`config.mk`:
```
export PLATFORM = sky130hd
export DESIGN_NAME = jpeg_output_block_writer
export DESIGN_NICKNAME = d
export VERILOG_FILES = /design/src/rtl/jpeg_output_block_writer.sv
export SDC_FILE = /design/constraint.sdc
export NUM_CORES = 1
export LEC_CHECK = 0
export ABC_AREA = 1
export BUFFER_PORTS_ARGS = -buffer_cell sky130_fd_sc_hd__buf_2
export CAP_MARGIN = 5
export CORE_ASPECT_RATIO = 1.25
export CORE_UTILIZATION = 37
export DETAILED_ROUTE_END_ITERATION = 10
export HOLD_SLACK_MARGIN = 0.08
export PLACE_DENSITY = 0.76
export SYNTH_ARGS = -nofsm -noshare
export SYNTH_HDL_FRONTEND = slang
export SYNTH_SLANG_ARGS = --single-unit
```
`constraint.sdc`:
```
create_clock -name clk_i -period 1.3 [get_ports clk_i]
set_input_delay 0.39 -clock clk_i [delete_from_list [all_inputs] [get_ports clk_i]]
set_output_delay 0.39 -clock clk_i [all_outputs]
set_load 0.01 [all_outputs]
```
`src/rtl/jpeg_output_block_writer.sv`:
```
// Write-side sequencer for one JPEG output sample RAM: admits a 64-sample block only when the RAM has room,
// then pushes exactly 64 samples. Define JPEG_OUTPUT_WRITER_TRANSPOSE_EN for column-major (transposed) write indices.
module jpeg_output_block_writer #(
   parameter int RAM_DEPTH = 512
) (
   input  logic        clk_i,
   input  logic        rst_i,
   input  logic        flush_i,
   input  logic        valid_i,
   input  logic [31:0] data_i,
   output logic        ready_o,
   input  logic [31:0] level_i,
   output logic [5:0]  wr_idx_o,
   output logic [31:0] data_o,
   output logic        push_o,
   output logic        block_done_o,
   output logic [15:0] blocks_o
);

   typedef enum logic [1:0] {IDLE, WRITE, DONE} state_t;

   localparam logic [31:0] SPACE_LIMIT = 32'(RAM_DEPTH - 64);

   state_t     state_q;
   logic [5:0] idx_q;

   // Flush must win over a same-cycle sample so the RAM never sees a push it is discarding.
   assign push_o = valid_i && ready_o && !flush_i;
   assign data_o = data_i;

`ifdef JPEG_OUTPUT_WRITER_TRANSPOSE_EN
   assign wr_idx_o = {idx_q[2:0], idx_q[5:3]};
`else
   assign wr_idx_o = idx_q;
`endif

   // DONE is a deliberate gap cycle so level_i reflects the last push before the next space check.
   always_ff @(posedge clk_i) begin
      if (rst_i || flush_i) begin
         state_q      <= IDLE;
         idx_q        <= 6'd0;
         ready_o      <= 1'b0;
         block_done_o <= 1'b0;
         blocks_o     <= 16'd0;
      end else begin
         block_done_o <= 1'b0;
         case (state_q)
            IDLE: begin
               if (valid_i && (level_i <= SPACE_LIMIT)) begin
                  state_q <= WRITE;
                  ready_o <= 1'b1;
               end
            end
            WRITE: begin
               if (push_o) begin
                  idx_q <= idx_q + 6'd1;
                  if (idx_q == 6'd63) begin
                     state_q      <= DONE;
                     ready_o      <= 1'b0;
                     block_done_o <= 1'b1;
                     blocks_o     <= blocks_o + 16'd1;
                  end
               end
            end
            DONE: begin
               state_q <= IDLE;
            end
            default: begin
               state_q <= IDLE;
               ready_o <= 1'b0;
            end
         endcase
      end
   end

endmodule

```
==> impl_metrics.py, run 1 <==
metrics = {
    "cts": {
        "cts_root_buf": "clkbuf_8",
        "cts_tree": "built",
        "cts_buffer_depth": 2,
        "path_clk_slew_ns": 0.09,
        "clock_sinks": 26,
        "htree_levels": 1,
        "cts_made_buffers": 3,
        "clock_latency_ns": 0.27,
        "postCtsHoldBufs": 0,
    },
    "placement": {
        "port_buffers": 60,
        "gp_congestion": 0.9070,
        "placed_area_mm2": 0.002136,
        "hpwl_um": 3376,
    },
    "timing": {
        "hold_violations": 0,
        "fmax_mhz": 756.5,
        "rsz0062_at_grt": "yes",
        "min_period_ns": 1.322,
        "finalSetupViolations": 3,
        "max_slew_margin_pct": 83.07,
        "drv_slew": 0,
        "clock-skew-final_ns": 0.001613,
        "timing.final.crit_share_pct": 101.7,
        "fin_ws_ns": -0.02182,
        "tightest_slew_ns": 0.2521,
        "finalSetupTns_ns": -0.03097,
    },
    "logic_synthesis": {
        "netlist_instances": 265,
        "ys_top_cells_by_area": "dfxtp_1 (29%), nand2_1 (15%), buf_4 (14%)",
        "yosysWarnings": 0,
        "synth_top_area_share_pct": 29.32,
        "synth_nets": 335,
        "synth_seq_cells": 26,
        "yosys.area.top_type": "dfxtp_1",
        "syn_area_mm2": 0.001775,
        "syn_area_per_cell_um2": 6.700,
        "seq_area_frac_synth_pct": 29.32,
        "ys_types": 26,
    },
    "pwr": {
        "power_w": 0.001568,
        "ir_drop_mv": 0.5484,
        "power_density_mw_per_mm2": 662.6,
        "power_leakage_nw": 1.044,
    },
    "setup_path": {
        "required_ns": 1.51,
        "critical_path_arrival_ns": 1.53,
        "r2r-end": "blocks_o[11]",
        "rrSetupSlack_ns": -0.02,
        "slowest_stage": "dfxtp_4",
        "r2r_start": "wr_idx_o[1]",
        "cp_slowest_stage_delay_ns": 0.37,
        "endpoint": "blocks_o[11]",
        "critPathKind": "register to register",
        "end_kind": "register",
        "worstSetupStartpointType": "register",
        "crit_top_cell": "nand2_4",
        "worstPathCellList": "ha_4 -> nand2_4 -> nor2_4 -> nand2_4 -> nor2_8 -> buf_12 -> nand2_1 -> a21oi_2",
        "reg2regPathDepth": 8,
        "startpoint": "wr_idx_o[1]",
        "crit_fanout": 8,
    },
    "drt": {
        "routedWlPerCell_um": 11.30,
        "ant_nets": 0,
        "drc": 0,
        "drt_pre_antenna_iters": 5,
        "vias": 1767,
        "drt_iter0_drc": 97,
        "wirelength_um": 4316,
        "viasPerCell": 4.626,
    },
    "global_route": {
        "grt_max_degree": 18,
        "grt_use_met1_pct": 18.24,
        "grt_pass1_vias": 1769,
        "antenna_found_initial": 0,
        "top_usage_layer": "met2",
        "gr-usage-met2_pct": 35.21,
        "grtUsageMet3_pct": 5.000,
        "gr-total-overflow": 0,
        "track_usage_pct": 18.14,
        "grt_pass1_wl_um": 7458,
    },
    "floorplan": {
        "die_h_um": 79.45,
        "ioPinCount": 125,
        "core_mm2": 0.004493,
        "die_w_um": 63.96,
        "rows": 27,
        "die-area_mm2": 0.005082,
        "start_util_pct": 39.52,
    },
    "outcome": {
        "status": "complete, but fails checks",
        "violations": "negative setup slack",
    },
    "run": {
        "cap_viol_max_count": 0,
    },
    "final_layout": {
        "area_delta_synth_final_pct": 33.26,
        "antenna_cells": 0,
        "fill_cells": 445,
        "layout_commonest_cell": "nand2_1",
        "fin_util_pct": 52.66,
        "fin_area_mm2": 0.002366,
        "num-nets-final": 395,
        "final_cell_mix": "nand2_1 (68), buf_2 (49), nor2_1 (37), buf_4 (27), inv_1 (18)",
        "drive_gt1_share_pct": 44.75,
    },
    "hold_path": {
        "hp-class": "input pin to register",
    },
}
## area by class of cell
type,instances,area [µm²],area share (%)
repair buffers,90,623.1,26.34
clock buffers,3,41.29,1.745
inverters,24,92.59,3.913
multi-input cells,180,957.2,40.45
flip-flops and latches,26,549.3,23.22
clock inverters,1,30.03,1.269
well taps,58,72.57,3.067
## cell families (layout without fill, tap and decap cells)
kind of cell               Yosys count  in the layout  share of synthesized area (%)
DFF                                 26             26                          29.32
adders and majority gates            2              2                          1.409
buffers and inverters               59            118                          19.94
xor gates and xnor gates             5              5                          2.466
AOI/OAI and AO/OA                   31             31                          9.937
and+or+nand+nor                    142            142                          36.93
## state kept, by name (all words and copies together), names as in the netlist
name	count
wr_idx_o	6
state_q	2
block_done_o	1
blocks_o	16
ready_o	1
## power by group
group	total (W)	switching [W]	leakage (nW)	internal [W]
Sequential	0.000789	0.00000000000356	0.219	0.000789
Combinational	0.0000965	0.0000451	0.790	0.0000514
Clock	0.000682	0.000270	0.0357	0.000412
## worst min-delay path by stage
stage                           start          end  slack (ns)  cells after the start
after global routing       level_i[6]      ready_o        0.50                      4
final                      level_i[6]      ready_o        0.46                      4
after global placement    wr_idx_o[5]  wr_idx_o[5]        0.46                      2
after CTS                  level_i[6]      ready_o        0.45                      4
after detailed placement  wr_idx_o[5]  wr_idx_o[5]        0.48                      2
after floorplan           wr_idx_o[5]  wr_idx_o[5]        0.49                      2
## critical path: cells and delay by family, from the launching register on
kind,cells,cell delay [ns]
AO/OA/AOI/OAI,1,0.12
adder cells (fa/ha/maj),1,0.14
buffers and inverters,1,0.14
flip-flops,1,0.37
AND/OR/NAND/NOR,5,0.49
## cells in the mapped netlist (all sizes together)
library cell,count
o21ai,10
buf,35
nand2,76
clkinv,1
nand4,9
dfxtp,26
a21oi,20
nor2,46
nand3,10
xor2,1
ha,2
inv,23
o21bai,1
xnor2,4
or2,1
## through the flow
stage | hold WS, ns | std cells | worst slack [ns]
final | 0.4586 | 382 | -0.02182
after global routing | 0.4980 | 382 | -0.07667
after CTS | 0.4513 | 381 | 0.0008195
after floorplan | 0.4936 | 265 | 0.00002676
after detailed placement | 0.4781 | 375 | -0.08319
after global placement | 0.4580 | 375 | -0.06047
## what timing repair did
item	CTS	global route
setup buffers	2	1
endpoints found under the setup margin	11	29
pin swaps	0	13
gates cloned	0	0
endpoints found under the hold margin	0	0
gates resized for setup	13	29
## metal layers
metal	part of all wire [%]	vias to the layer above
met3	5.8	12
met2	53	48
met4	1.8	0
li1	-	924
met1	39	783
met5	0	-
Power figures use the tool's default switching activity.
==> inputs of run 2 (changes only) <==
CELL_PAD_IN_SITES_DETAIL_PLACEMENT = 1   (was default)
CELL_PAD_IN_SITES_GLOBAL_PLACEMENT = 1   (was default)
CORE_UTILIZATION = 24   (was 37)
PLACE_DENSITY = default   (was 0.76)
PLACE_DENSITY_LB_ADDON = 0.1   (was default)
==> impl_metrics.py, run 2 (same netlist as run 1, synthesis figures left out) <==
metrics = {
    "outcome": {
        "status": "complete, but fails checks",
        "violations": "negative setup slack",
    },
    "placement": {
        "hpwl_um": 4190,
        "gp_congestion": 0.6891,
        "port_buffers": 60,
        "dp_cells": 410,
    },
    "final_layout": {
        "drive_gt1_share_pct": 50.59,
        "regMostFlops": "blocks_o",
        "layout_commonest_cell": "nand2_1",
        "area_delta_synth_final_pct": 43.34,
        "fill_cells": 925,
        "antenna_cells": 0,
        "fin_cells": 428,
        "num-nets-final": 409,
        "largest_reg_flops": 16,
        "final_cell_mix": "nand2_1 (64), buf_2 (46), buf_4 (36), nor2_1 (34), buf_6 (21)",
    },
    "global_route": {
        "grt_max_degree": 18,
        "antenna_found_initial": 0,
        "track_usage_pct": 14.53,
        "gr-total-overflow": 0,
        "grt_pass1_vias": 1952,
        "grt_pass1_wl_um": 8887,
    },
    "cts": {
        "clock_sinks": 26,
        "htree_levels": 1,
        "cts_root_buf": "clkbuf_8",
        "postCtsHoldBufs": 0,
        "cts_tree": "built",
        "cts_buffer_depth": 2,
        "clock_latency_ns": 0.28,
        "path_clk_slew_ns": 0.10,
        "cts_made_buffers": 3,
    },
    "drt": {
        "drt_pre_antenna_iters": 4,
        "vias": 1850,
        "routedWlPerCell_um": 12.92,
        "drt_iter0_drc": 16,
        "viasPerCell": 4.322,
        "wirelength_um": 5528,
        "ant_nets": 0,
        "drc": 0,
    },
    "timing": {
        "fmax_mhz": 764.1,
        "timing.final.crit_share_pct": 100.7,
        "finalSetupTns_ns": -0.02560,
        "finalSetupViolations": 5,
        "hold_violations": 0,
        "min_period_ns": 1.309,
        "fin_ws_ns": -0.008740,
        "rsz0062_at_grt": "yes",
        "clock-skew-final_ns": 0.002113,
        "max_slew_margin_pct": 86.86,
        "hold_slack_ns": 0.4895,
        "drv_slew": 0,
        "tightest_slew_ns": 0.1950,
    },
    "setup_path": {
        "crit_fanout": 6,
        "crit_buf_inv": 1,
        "slowest_stage": "dfxtp_4",
        "end_kind": "register",
        "required_ns": 1.51,
        "worstSetupStartpointType": "register",
        "cp_slowest_stage_delay_ns": 0.37,
        "worstPathCellList": "ha_4 -> nand2_4 -> nor2_4 -> nand2_4 -> nor2_8 -> buf_6 -> nand2_1 -> a21oi_1",
        "crit_family": "simple AND/OR/NAND/NOR gates",
        "critical_path_arrival_ns": 1.52,
        "critPathKind": "register to register",
        "crit_top_cell": "nand2_4",
    },
    "run": {
        "cap_viol_max_count": 0,
    },
    "floorplan": {
        "rows": 34,
        "die_w_um": 78.93,
        "die_h_um": 98.16,
        "ioPinCount": 125,
        "start_util_pct": 25.14,
        "core_mm2": 0.007062,
        "die-area_mm2": 0.007748,
    },
    "pwr": {
        "power_density_mw_per_mm2": 550.1,
        "ir_drop_mv": 0.3648,
        "power_leakage_nw": 1.107,
        "power_w": 0.001400,
    },
    "hold_path": {
        "hp-class": "input pin to register",
    },
}
[run 2: cell count changes in the layout (fill, tap and decap cells not counted), moves of 3 or more]
cell and delta:
nor2_2 +3, buf_6 +9, dfxtp_1 -4, dfxtp_2 +4
nor2_1 -3, buf_2 -3, buf_4 +9, nand2_2 +5
nand2_1 -4
[run 2: cell type report]
type	count	area [µm²]	area share [%]
multi-input combinational	180	983.4	38.64
timing repair buffer	104	757.0	29.74
sequential	26	554.3	21.78
tap	90	112.6	4.425
inverter	24	92.59	3.638
clock buffer	3	41.29	1.622
clock inverter	1	3.754	0.1475
[run 2: metrics by stage]
step	instance area, µm²	setup WS, ns	util [%]
after floorplan	1799	0.00002676	-
after global placement	2186	-0.09483	30.95
after detailed placement	2186	-0.1193	30.95
after CTS	2322	-0.02700	32.88
after global routing	2545	-0.08714	36.04
final	2545	-0.008740	36.04
[run 2: where the power goes]
part	switching (W)	total, W	internal (W)
Sequential	0.00000000000337	0.000789	0.000789
Combinational	0.0000481	0.000107	0.0000591
Clock	0.000291	0.000504	0.000213
Total	0.000339	0.00140	0.00106
[run 2: final timing paths]
kind | startpoint | end | slack, ns | depth (start not counted)
min | level_i[6] | state_q[0] | 0.49 | 4
max | wr_idx_o[0] | blocks_o[9] | -0.009 | 8
max reg2reg | wr_idx_o[0] | blocks_o[9] | -0.009 | 8
min reg2reg | wr_idx_o[5] | wr_idx_o[5] | 0.50 | 2
[run 2: metal layers]
metal	wire length [µm]	vias up	GRT usage [%]
li1	-	947	-
met1	2174	871	15.35
met2	3150	24	28.76
met3	141	8	2.243
met4	60	0	4.196
met5	0	-	0
[run 2: worst min-delay path: stages]
cell     delay (ns)
buf_2          0.08
nand4_1        0.07
nand3_1        0.11
a21oi_1        0.07
[run 2: what timing repair did]
item	CTS	global route
gates cloned	0	0
setup endpoints to repair	21	35
gates resized for setup	21	44
setup buffers	5	9
pin swaps	1	11
